`config.mk`:
```
export PLATFORM = sky130hd
export DESIGN_NAME = display_scan_ctrl_flat
export DESIGN_NICKNAME = d
export VERILOG_FILES = /design/src/rtl/display_scan_ctrl_pkg.sv /design/src/rtl/display_scan_ctrl_if.sv /design/src/rtl/display_scan_ctrl_scan_tick_gen.sv /design/src/rtl/display_scan_ctrl.sv /design/src/flat_wrapper.sv
export SDC_FILE = /design/constraint.sdc
export NUM_CORES = 1
export LEC_CHECK = 0
export ABC_CLOCK_PERIOD_IN_PS = 7200
export BUFFER_PORTS_ARGS = -buffer_cell sky130_fd_sc_hd__buf_2
export CAP_MARGIN = 10
export CORE_MARGIN = 2
export CORE_UTILIZATION = 40
export CTS_CLUSTER_DIAMETER = 30
export DETAILED_ROUTE_END_ITERATION = 8
export PLACE_DENSITY = 0.66
export REMOVE_ABC_BUFFERS = 1
export SLEW_MARGIN = 20
export SYNTH_ARGS = -nofsm -noshare
export SYNTH_HDL_FRONTEND = slang
export SYNTH_SLANG_ARGS = --single-unit
export TNS_END_PERCENT = 5
```
`constraint.sdc`:
```
create_clock -name clk -period 7.2 [get_ports clk]
set_input_delay 0.72 -clock clk [delete_from_list [all_inputs] [get_ports clk]]
set_output_delay 0.72 -clock clk [all_outputs]
set_load 0.1 [all_outputs]
```
`src/rtl/display_scan_ctrl_pkg.sv`:
```
// ---------------------------------------------------------------------------
// display_scan_ctrl_pkg : shared constants, FSM encoding, leading-zero mask. Rev 1.0
// ---------------------------------------------------------------------------
`default_nettype none

package display_scan_ctrl_pkg;

  localparam int c_bcd_w      = 4;
  localparam int c_max_digits = 8;

  typedef logic [1:0] state_t;
  localparam state_t c_st_idle  = 2'd0;
  localparam state_t c_st_blank = 2'd1;
  localparam state_t c_st_on    = 2'd2;

  // Bit i set when digit i and every digit above it are zero; digit 0 never set.
  function automatic logic [c_max_digits-1:0] lz_mask(
    input logic [c_bcd_w*c_max_digits-1:0] digits,
    input int                              num
  );
    logic zeros_above;
    lz_mask     = '0;
    zeros_above = 1'b1;
    for (int i = c_max_digits - 1; i > 0; i--) begin
      if (i < num) begin
        zeros_above = zeros_above & (digits[c_bcd_w*i +: c_bcd_w] == '0);
        lz_mask[i]  = zeros_above;
      end
    end
  endfunction

endpackage

`default_nettype wire

```
`src/rtl/display_scan_ctrl_if.sv`:
```
// ---------------------------------------------------------------------------
// display_scan_ctrl_if : digit-word load handshake between producer and scanner. Rev 1.0
// ---------------------------------------------------------------------------
`default_nettype none

interface display_scan_ctrl_if
  import display_scan_ctrl_pkg::*;
#(
  parameter int NUM_DIGITS = 4
);
  logic                          load;
  logic                          load_ready;
  logic [c_bcd_w*NUM_DIGITS-1:0] digits_in;
  logic [NUM_DIGITS-1:0]         dots_in;

  modport master (output load, digits_in, dots_in, input load_ready);
  modport slave  (input load, digits_in, dots_in, output load_ready);
endinterface

`default_nettype wire

```
`src/rtl/display_scan_ctrl_scan_tick_gen.sv`:
```
// ---------------------------------------------------------------------------
// scan_tick_gen : slot counter giving dead-time and slot-end strobes. Rev 1.0
// ---------------------------------------------------------------------------
`default_nettype none

module scan_tick_gen #(
  parameter int SLOT_CYCLES = 50000,
  parameter int DEAD_CYCLES = 16
) (
  input  logic clk,
  input  logic rst_n,
  input  logic i_clr,
  output logic o_dead_end,
  output logic o_slot_end
);
  localparam int                 c_cnt_w     = $clog2(SLOT_CYCLES);
  localparam logic [c_cnt_w-1:0] c_dead_last = c_cnt_w'(DEAD_CYCLES - 1);
  localparam logic [c_cnt_w-1:0] c_slot_last = c_cnt_w'(SLOT_CYCLES - 1);

  logic [c_cnt_w-1:0] r_cnt;

  // Only the FSM returns the counter to zero; it never free-runs past the slot.
  always_ff @(posedge clk or negedge rst_n) begin
    if (!rst_n)     r_cnt <= '0;
    else if (i_clr) r_cnt <= '0;
    else            r_cnt <= r_cnt + c_cnt_w'(1);
  end

  assign o_dead_end = (r_cnt == c_dead_last);
  assign o_slot_end = (r_cnt == c_slot_last);

endmodule

`default_nettype wire

```
`src/rtl/display_scan_ctrl.sv`:
```
// ---------------------------------------------------------------------------
// display_scan_ctrl : double-buffered multiplexed 7-segment digit scanner. Rev 1.0
// ---------------------------------------------------------------------------
`default_nettype none

module display_scan_ctrl
  import display_scan_ctrl_pkg::*;
#(
  parameter int NUM_DIGITS  = 4,
  parameter int SLOT_CYCLES = 50000,
  parameter int DEAD_CYCLES = 16
) (
  input  logic                  clk,
  input  logic                  rst_n,
  input  logic                  enable,
  display_scan_ctrl_if.slave    src,
  input  logic                  blank_lz,
  output logic [c_bcd_w-1:0]    digit_code,
  output logic                  digit_dot,
  output logic [NUM_DIGITS-1:0] digit_sel,
  output logic                  frame_done
);
  localparam int                    c_idx_w    = $clog2(NUM_DIGITS);
  localparam int                    c_word_w   = c_bcd_w * NUM_DIGITS;
  localparam logic [c_idx_w-1:0]    c_idx_last = c_idx_w'(NUM_DIGITS - 1);
  localparam logic [NUM_DIGITS-1:0] c_sel_one  = NUM_DIGITS'(1);

  state_t                           r_state, w_state_nxt;
  logic [c_idx_w-1:0]               r_idx, w_idx_nxt;
  logic [c_word_w-1:0]              r_act_digits, r_pend_digits, w_act_digits_nxt;
  logic [NUM_DIGITS-1:0]            r_act_dots, r_pend_dots, w_act_dots_nxt;
  logic                             r_pend_valid, r_load_ready;
  logic                             w_dead_end, w_slot_end, w_clr;
  logic                             w_wrap, w_boundary, w_transfer, w_accept;
  logic [c_bcd_w-1:0]               w_code_nxt;
  logic                             w_dot_nxt;
  logic [NUM_DIGITS-1:0]            w_sel_nxt, w_lz_mask;
  logic [c_bcd_w*c_max_digits-1:0]  w_act_ext;

  scan_tick_gen #(
    .SLOT_CYCLES (SLOT_CYCLES),
    .DEAD_CYCLES (DEAD_CYCLES)
  ) u_tick (
    .clk        (clk),
    .rst_n      (rst_n),
    .i_clr      (w_clr),
    .o_dead_end (w_dead_end),
    .o_slot_end (w_slot_end)
  );

  assign w_wrap     = enable && (r_state == c_st_on) && w_slot_end && (r_idx == c_idx_last);
  assign w_boundary = (enable && (r_state == c_st_idle)) || w_wrap;
  assign w_transfer = w_boundary && r_pend_valid;
  assign w_accept   = src.load && !r_pend_valid;
  assign w_clr      = !enable || (r_state == c_st_idle) || ((r_state == c_st_on) && w_slot_end);

  always_comb begin
    w_act_ext                 = '0;
    w_act_ext[c_word_w-1:0]   = r_act_digits;
    w_lz_mask                 = NUM_DIGITS'(lz_mask(w_act_ext, NUM_DIGITS));
  end

  always_ff @(posedge clk or negedge rst_n) begin
    if (!rst_n) r_state <= c_st_idle;
    else        r_state <= w_state_nxt;
  end

  always_comb begin
    w_state_nxt = r_state;
    if (!enable) begin
      w_state_nxt = c_st_idle;
    end else begin
      case (r_state)
        c_st_idle:  w_state_nxt = c_st_blank;
        c_st_blank: if (w_dead_end) w_state_nxt = c_st_on;
        c_st_on:    if (w_slot_end) w_state_nxt = c_st_blank;
        default:    w_state_nxt = c_st_idle;
      endcase
    end
  end

  // Code and dot latch on BLANK entry (from the post-transfer buffer) so they
  // settle before the select rises; select is decided once per slot on ON entry.
  always_comb begin
    w_idx_nxt = r_idx;
    if (!enable || (r_state == c_st_idle))
      w_idx_nxt = '0;
    else if ((r_state == c_st_on) && w_slot_end)
      w_idx_nxt = (r_idx == c_idx_last) ? '0 : r_idx + c_idx_w'(1);
    w_act_digits_nxt = w_transfer ? r_pend_digits : r_act_digits;
    w_act_dots_nxt   = w_transfer ? r_pend_dots   : r_act_dots;
    w_code_nxt       = digit_code;
    w_dot_nxt        = digit_dot;
    if ((r_state != c_st_blank) && (w_state_nxt == c_st_blank)) begin
      w_code_nxt = w_act_digits_nxt[c_bcd_w*int'(w_idx_nxt) +: c_bcd_w];
      w_dot_nxt  = w_act_dots_nxt[w_idx_nxt];
    end
    w_sel_nxt = '0;
    if (w_state_nxt == c_st_on) begin
      if (r_state == c_st_on)
        w_sel_nxt = digit_sel;
      else if (!(blank_lz && w_lz_mask[r_idx]))
        w_sel_nxt = c_sel_one << r_idx;
    end
  end

  always_ff @(posedge clk or negedge rst_n) begin
    if (!rst_n) begin
      r_idx         <= '0;
      r_act_digits  <= '0;
      r_act_dots    <= '0;
      r_pend_digits <= '0;
      r_pend_dots   <= '0;
      r_pend_valid  <= 1'b0;
      r_load_ready  <= 1'b1;
    end else begin
      r_idx        <= w_idx_nxt;
      r_act_digits <= w_act_digits_nxt;
      r_act_dots   <= w_act_dots_nxt;
      if (w_transfer) begin
        r_pend_valid <= 1'b0;
        r_load_ready <= 1'b1;
      end else if (w_accept) begin
        r_pend_digits <= src.digits_in;
        r_pend_dots   <= src.dots_in;
        r_pend_valid  <= 1'b1;
        r_load_ready  <= 1'b0;
      end
    end
  end

  always_ff @(posedge clk or negedge rst_n) begin
    if (!rst_n) begin
      digit_code <= '0;
      digit_dot  <= 1'b0;
      digit_sel  <= '0;
      frame_done <= 1'b0;
    end else begin
      digit_code <= w_code_nxt;
      digit_dot  <= w_dot_nxt;
      digit_sel  <= w_sel_nxt;
      frame_done <= w_wrap;
    end
  end

  assign src.load_ready = r_load_ready;

endmodule

`default_nettype wire
```
`src/flat_wrapper.sv`:
```
// flat-port wrapper written by rule: the top's interface ports become plain ports
module display_scan_ctrl_flat import display_scan_ctrl_pkg::*;
#(
  parameter int NUM_DIGITS  = 4,
  parameter int SLOT_CYCLES = 50000,
  parameter int DEAD_CYCLES = 16
)
  (clk, rst_n, enable, blank_lz, digit_code, digit_dot, digit_sel, frame_done, src_load, src_digits_in, src_dots_in, src_load_ready);
  display_scan_ctrl_if #(.NUM_DIGITS(NUM_DIGITS)) src_i ();
  input  logic clk;
  input  logic rst_n;
  input  logic enable;
  input  logic blank_lz;
  output logic [c_bcd_w-1:0] digit_code;
  output logic digit_dot;
  output logic [NUM_DIGITS-1:0] digit_sel;
  output logic frame_done;
  input wire logic [$bits(src_i.load)-1:0] src_load;
  input wire logic [$bits(src_i.digits_in)-1:0] src_digits_in;
  input wire logic [$bits(src_i.dots_in)-1:0] src_dots_in;
  output wire logic [$bits(src_i.load_ready)-1:0] src_load_ready;
  assign src_i.load = src_load;
  assign src_i.digits_in = src_digits_in;
  assign src_i.dots_in = src_dots_in;
  assign src_load_ready = src_i.load_ready;
  display_scan_ctrl #(.NUM_DIGITS(NUM_DIGITS), .SLOT_CYCLES(SLOT_CYCLES), .DEAD_CYCLES(DEAD_CYCLES)) u_core (.clk(clk), .rst_n(rst_n), .enable(enable), .src(src_i), .blank_lz(blank_lz), .digit_code(digit_code), .digit_dot(digit_dot), .digit_sel(digit_sel), .frame_done(frame_done));
endmodule
```
==> flow_metrics.env, run 1 <==
export IMPL_hold_viol=0
export IMPL_async_flop_share_pct=100
export IMPL_rows=34
export IMPL_ys_flop_type="dfrtp_1"
export IMPL_cp_top_family="simple AND/OR/NAND/NOR gates"
export IMPL_yosysSeqAreaShare_pct=50.7
export IMPL_synth_edf_count=0
export IMPL_arrival_ns=3.15
export IMPL_post_route_period_util_pct=40.5
export IMPL_setup_tns_ns=0
export IMPL_die_x_um=98.3
export IMPL_worst_ep_required_time_ns=7.43
export IMPL_initial_utilization_pct=41.0
export IMPL_gp_congestion=0.784
export IMPL_synthTopCellsByCount="dfrtp_1, nand3_1, nand2_1"
export IMPL_nNetsFinal=394
export IMPL_grt_pass1_vias=2575
export IMPL_drt_pass1_iter_count=5
export IMPL_grt_use_total_pct=16.4
export IMPL_postCtsSetupRepairBufs=0
export IMPL_cts_root_buffer="clkbuf_8"
export IMPL_core_area_mm2=0.00868
export IMPL_cp_num_buf_inv=1
export IMPL_crit_type="register to register"
export IMPL_place_inst=461
export IMPL_yosysUniqueCellTypes=38
export IMPL_vias=2671
export IMPL_first_iter_violations=212
export IMPL_fin_crit_ns=2.92
export IMPL_fmax_mhz=343
export IMPL_cts_htree_levels=3
export IMPL_grt_setup_unrepaired="no"
export IMPL_cpPeakStageDelay_ns=0.52
export IMPL_syn_area_mm2=0.00356
export IMPL_synth_cells=338
export IMPL_clk_pin_slew_ns=0.07
export IMPL_setup_violations=0
export IMPL_yosys_warnings=0
export IMPL_hold_buffers=0
export IMPL_worst_pin_slew_ns=0.917
export IMPL_vdd_drop_max_uv=107
export IMPL_fillCellCount=834
export IMPL_yosysMostFrequentCell="dfrtp_1"
export IMPL_avgViaCountPerCell=5.60
export IMPL_dieArea_mm2=0.00967
export IMPL_grt_pass1_wl_um=12800
export IMPL_slowest_stage="nand3_1"
export IMPL_tritoncts="built"
export IMPL_drv_slew=0
export IMPL_synth_top_area_share_pct=49.9
export IMPL_dp_hpwl_um=4860
export IMPL_grt_overflow_total=0
export IMPL_critPathMaxFanout=45
export IMPL_maxCapViolCount=0
export IMPL_io_buffers=35
export IMPL_cts_made_buffers=9
export IMPL_worstSetupEndpointType="register"
export IMPL_routed_wl_um=7440
export IMPL_crit_top_cell="mux2i_1"
export IMPL_area_delta_synth_final_pct=11.1
export IMPL_clock_sinks=72
export IMPL_synth_area_leaders="dfrtp_1, mux2_2, nand3_1"
export IMPL_ant_nets=0
export IMPL_layout_cells_non_filler=477
export IMPL_finalClockSkew_ns=0.0108
export IMPL_cp_start_kind="register"
export IMPL_relSlewSlack_pct=38.7
export IMPL_yosysTopAreaCell="dfrtp_1"
export IMPL_synth_avg_cell_area_um2=10.5
export IMPL_drive_above_1_share_pct=22.5
export IMPL_worstPathCellList="nor4_2 -> and4_1 -> buf_4 -> nand4b_1 -> nand3_1 -> mux2i_1 -> mux2i_1 -> mux2_2"
export IMPL_leakage_nw=1.61
export IMPL_hp_class="register to register"
export IMPL_cts_max_path_buffers=2
export IMPL_drc=0
export IMPL_antenna_cells=0
export IMPL_antenna_found_initial=0
export IMPL_wire_per_inst_um=15.6
export IMPL_power_density_mw_per_mm2=271
export IMPL_die_height_um=98.3
export IMPL_ctsResizeCount=0
export IMPL_status="complete, no violations"
export IMPL_clock_latency_ns=0.35
export IMPL_hold_ws_ns=0.453
export IMPL_synth_seq_cells=72
export IMPL_ios=36
export IMPL_grt_max_degree=73
registers in the layout (all words and copies together), names as in the netlist:
register               flops
u_core.r_pend_valid        1
u_core.src.load_ready      1
u_core.r_act_digits       16
u_core.r_state             2
u_core.digit_code          4
u_core.r_pend_dots         4
u_core.r_act_dots          4
u_core.frame_done          1
u_core.r_idx               2
u_core.r_pend_digits      16
u_core.digit_dot           1
u_core.u_tick.r_cnt       16
u_core.digit_sel           4
final timing paths:
check                      depth (start not counted)                 endpoint              startpoint  slack (ns)
hold reg to reg                                    1   u_core.u_tick.r_cnt[0]  u_core.u_tick.r_cnt[0]        0.45
min in group asynchronous                          2  u_core.u_tick.r_cnt[13]                   rst_n        0.57
setup reg to reg                                   8     u_core.digit_code[0]  u_core.u_tick.r_cnt[5]        4.28
setup / recovery                                   8     u_core.digit_code[0]  u_core.u_tick.r_cnt[5]        4.28
hold / removal                                     1   u_core.u_tick.r_cnt[0]  u_core.u_tick.r_cnt[0]        0.45
max in group asynchronous                          2        u_core.r_state[1]                   rst_n        5.98
cells in the final DEF, fill, tap and decap left out, types with 3 or more instances in the layout:
cell / Yosys / layout
nand4_1: 4 / 4
nor3_1: 4 / 4
mux2_2: 25 / 25
nand2b_1: 3 / 3
nand3_1: 36 / 36
clkbuf_1: 11 / 3
and3_1: 4 / 4
dfrtp_1: 71 / 70
clkbuf_8: 0 / 10
inv_1: 5 / 5
nor4_1: 5 / 5
and4_1: 3 / 3
o211ai_1: 20 / 20
ha_1: 5 / 5
nand2_1: 35 / 35
mux2i_1: 15 / 15
xor2_1: 7 / 7
xnor2_1: 7 / 7
buf_2: 6 / 35
a22oi_1: 20 / 20
nor2_1: 26 / 26
a21oi_1: 5 / 5
routing by layer:
metal  vias to the layer above  part of all wire [%]  track usage [%]
met4                         0                   2.1             7.38
met3                        13                   4.8             3.44
met1                      1319                    46             23.1
li1                       1266                     -                -
met5                         -                     0                0
met2                        73                    47             24.6
area by class of cell:
| cell class | count | area, µm² | share of cell area [%] |
|---|---|---|---|
| clock buffer | 13 | 149 | 3.77 |
| sequential | 72 | 1800 | 45.6 |
| inverter | 5 | 18.8 | 0.475 |
| clock inverter | 3 | 17.5 | 0.443 |
| tap | 108 | 135 | 3.42 |
| multi-input combinational | 239 | 1640 | 41.5 |
| timing repair buffer | 37 | 190 | 4.81 |
cell families after synthesis:
kind of cell             count (synthesis)  synth area share, %
adder cells (fa/ha/maj)                  5                 1.76
multiplexers                            40                 12.1
flip-flops                              72                 50.7
AO/OA/AOI/OAI                           51                 10.8
buffers and inverters                   27                 3.51
XOR/XNOR                                14                 3.44
AND/OR/NAND/NOR                        129                 17.7
power breakdown:
part / switching [mW] / total, mW / leakage [nW] / internal [mW]
Sequential: 0.0612 / 0.544 / 0.910 / 0.483
Clock: 0.143 / 0.277 / 0.0834 / 0.134
Combinational: 0.163 / 0.250 / 0.619 / 0.0864
Total: 0.368 / 1.07 / 1.61 / 0.703
stage by stage:
stage	cell area (µm²)	worst slack, ns	util (%)	total power, mW
after floorplan	3450	4.27	-	0.730
after global placement	3780	4.21	43.6	0.790
after detailed placement	3780	4.07	43.6	0.800
after CTS	3950	4.29	45.5	1.08
after global routing	3950	4.07	45.6	1.13
final	3950	4.28	45.6	1.07
(Power assumes the default switching activity.)
==> inputs of run 2 (changes only) <==
--- a/config.mk
+++ b/config.mk
@@ -5,7 +5,8 @@
 export SDC_FILE = /design/constraint.sdc
 export NUM_CORES = 1
 export LEC_CHECK = 0
-export ABC_CLOCK_PERIOD_IN_PS = 7200
+export ABC_AREA = 1
+export ABC_CLOCK_PERIOD_IN_PS = 2800
 export BUFFER_PORTS_ARGS = -buffer_cell sky130_fd_sc_hd__buf_2
 export CAP_MARGIN = 10
 export CORE_MARGIN = 2
==> constraint.sdc (replaced) <==
create_clock -name clk -period 2.8 [get_ports clk]
set_input_delay 0.28 -clock clk [delete_from_list [all_inputs] [get_ports clk]]
set_output_delay 0.28 -clock clk [all_outputs]
set_load 0.1 [all_outputs]
==> run 2 against run 1 <==
Clock skew down 0.0017 ns. Largest power group unchanged. Die area down 3.8%. Non-clock buffer count up 3. Fmax up 34%. Critical path depth up 4. Clock power rose to 3.2 times the previous value. Synthesized cell count up 22%. Utilization up 1.8 points.
==> flow_metrics.env, run 2 <==
export IMPL_ys_flop_type="dfrtp_1"
export IMPL_rrSetupSlack_ns=0.62
export IMPL_wire_per_inst_um=12.7
export IMPL_setup_worst_path_start="u_core.u_tick.r_cnt[0]"
export IMPL_nNetsFinal=483
export IMPL_worst_slack_ns=0.623
export IMPL_hold_ws_ns=0.130
export IMPL_slowest_stage="dfrtp_1"
export IMPL_pre_cts_ws_ns=0.639
export IMPL_drv_slew=0
export IMPL_worst_pin_slew_ns=0.711
export IMPL_worstSetupEndpointType="register"
export IMPL_r2r_end="u_core.digit_code[1]"
export IMPL_min_path_cells=3
export IMPL_grt_use_total_pct=17.7
export IMPL_synth_edf_count=0
export IMPL_dp_hpwl_um=5280
export IMPL_synthTopCellsByCount="nand2_1, dfrtp_1, nand3_1"
export IMPL_vdd_drop_max_uv=316
export IMPL_yosysMostFrequentCell="nand2_1"
export IMPL_ios=36
export IMPL_reg_largest_list="u_core.r_act_digits (16), u_core.r_pend_digits (16), u_core.u_tick.r_cnt (16)"
export IMPL_comb_power_share_pct=19.3
export IMPL_cts_htree_levels=3
export IMPL_die_x_um=96.4
export IMPL_postCtsSetupRepairBufs=0
export IMPL_p_seq_share_pct=48.3
export IMPL_cts_root_buffer="clkbuf_8"
export IMPL_relSlewSlack_pct=52.6
export IMPL_drc=0
export IMPL_antenna_found_initial=0
export IMPL_cp_top_family="simple AND/OR/NAND/NOR gates"
export IMPL_hold_buffers=1
export IMPL_r2r_start="u_core.u_tick.r_cnt[0]"
export IMPL_ant_nets=0
export IMPL_syn_area_mm2=0.00342
export IMPL_maxCapViolCount=0
export IMPL_cts_max_path_buffers=2
export IMPL_final_cell_mix="nand2_1, dfrtp_1, nand3_1, buf_2, nor2_1"
export IMPL_yosys_warnings=0
export IMPL_grt_pass1_wl_um=12500
export IMPL_cp_start_kind="register"
export IMPL_p_switching_mw=0.867
export IMPL_clock_latency_ns=0.34
export IMPL_dieArea_mm2=0.00930
export IMPL_final_common_cell="nand2_1"
export IMPL_crit_top_cell="nand2_1"
export IMPL_critPathMaxFanout=21
export IMPL_worst_ep_required_time_ns=3.04
export IMPL_yosysUniqueCellTypes=32
export IMPL_antenna_cells=0
export IMPL_grt_setup_unrepaired="no"
export IMPL_initial_utilization_pct=41.4
export IMPL_rows=33
export IMPL_cp_num_buf_inv=0
export IMPL_post_route_period_util_pct=77.8
export IMPL_core_area_mm2=0.00826
export IMPL_clkPwrFrac_pct=32.4
export IMPL_swShare_pct=31.9
export IMPL_fmax_mhz=459
export IMPL_area_delta_synth_final_pct=14.4
export IMPL_hp_class="primary input to register"
export IMPL_die_height_um=96.4
export IMPL_worstRegToRegCells=12
export IMPL_cpPeakStageDelay_ns=0.37
export IMPL_grt_overflow_total=0
export IMPL_yosysTopAreaCell="dfrtp_1"
export IMPL_setup_tns_ns=0
export IMPL_setup_violations=0
export IMPL_async_flop_share_pct=100
export IMPL_arrival_ns=2.42
export IMPL_path_depth=12
export IMPL_yosysSeqAreaShare_pct=52.8
export IMPL_intPower_mw=1.85
export IMPL_synth_area_leaders="dfrtp_1, nand2_1, nand3_1"
export IMPL_crit_type="register to register"
export IMPL_power_density_mw_per_mm2=695
export IMPL_vias=2784
export IMPL_clock_sinks=72
export IMPL_first_iter_violations=173
export IMPL_finalClockSkew_ns=0.00913
export IMPL_status="complete, no violations"
export IMPL_avgViaCountPerCell=4.95
export IMPL_final_core_util_pct=47.3
export IMPL_tritoncts="built"
export IMPL_io_buffers=35
export IMPL_grt_pass1_vias=2661
export IMPL_cts_made_buffers=9
export IMPL_leakage_nw=2.03
export IMPL_clk_pin_slew_ns=0.08
export IMPL_synth_seq_cells=72
export IMPL_routed_wl_um=7160
export IMPL_synth_cells=414
export IMPL_gp_congestion=0.886
export IMPL_setup_worst_path_end="u_core.digit_code[1]"
export IMPL_hold_viol=0
export IMPL_synth_top_area_share_pct=52.0
export IMPL_synth_avg_cell_area_um2=8.25
export IMPL_grt_max_degree=43
export IMPL_ctsResizeCount=0
export IMPL_drive_above_1_share_pct=16.8
export IMPL_fin_crit_ns=2.18
export IMPL_drt_pass1_iter_count=4
export IMPL_fillCellCount=820
export IMPL_worstPathCellList="ha_1 -> nand3_1 -> nor2_4 -> nand4_2 -> nand2_2 -> nand2_2 -> nand2_1 -> nand3_1 -> nand3_1 -> nand2_1 -> nand2_1 -> nand2_1"
[run 2: cell count changes after synthesis, sizes merged, moves of 8 or more]
cell / change
nand2: +126
mux2: -25
nand3: +24
inv: +22
a22oi: -20
o211ai: -19
mux2i: -15
nor2: +8
[run 2: cell type report]
class	count	area, µm²	area share, %
inverter	28	106	2.72
clock buffer	9	124	3.17
timing repair buffer	40	228	5.82
clock inverter	6	85.1	2.18
multi-input combinational	302	1430	36.6
sequential	72	1800	46.1
tap	105	131	3.36
[run 2: stage by stage]
stage          cell area (µm²)  std cells  total power, mW
3_5_place_dp              3690        546             1.86
4_1_cts                   3910        562             2.74
5_1_grt                   3910        562             2.88
6_report                  3910        562             2.72
2_1_floorplan             3340        402             1.70
3_3_place_gp              3690        546             1.84
[run 2: metal layers]
layer,part of all wire (%),track usage [%],vias up
li1,-,-,1412
met2,44,26.1,64
met3,4.4,3.41,12
met1,49,25.2,1296
met5,0,0,-
met4,2.1,7.86,0
[run 2: power groups by stage]
stage | Combinational (mW) | Sequential, mW | Clock, mW
global placement | 0.516 | 1.33 | 0
detailed placement | 0.526 | 1.33 | 0
floorplan | 0.229 | 1.47 | 0
global route | 0.591 | 1.33 | 0.952
finish | 0.523 | 1.31 | 0.881
CTS | 0.527 | 1.31 | 0.902
[run 2: how the worst min path moves through the flow]
stage	endpoint	startpoint	slack [ns]
final	u_core.r_pend_digits[0]	src_digits_in[0]	0.13
after global routing	u_core.r_pend_dots[2]	src_dots_in[2]	0.13
after CTS	u_core.r_pend_digits[0]	src_digits_in[0]	0.12
after detailed placement	u_core.u_tick.r_cnt[15]	rst_n	0.37
after global placement	u_core.u_tick.r_cnt[9]	rst_n	0.36
after floorplan	u_core.digit_code[0]	rst_n	-0.02
[run 2: kinds of logic (layout without fill, tap and decap cells)]
group	Yosys count	after routing	share of synthesized area, %
flip-flops	72	72	52.8
AO/OA/AOI/OAI	19	19	3.41
buffers and inverters	40	83	5.31
adder cells (fa/ha/maj)	5	5	1.83
XOR/XNOR	2	2	0.513
AND/OR/NAND/NOR	276	276	36.2
[run 2: tightest hold or removal path, cell delays in order]
cell and delay [ns]:
buf_2 0.07, nand2_1 0.04, nand2_1 0.05
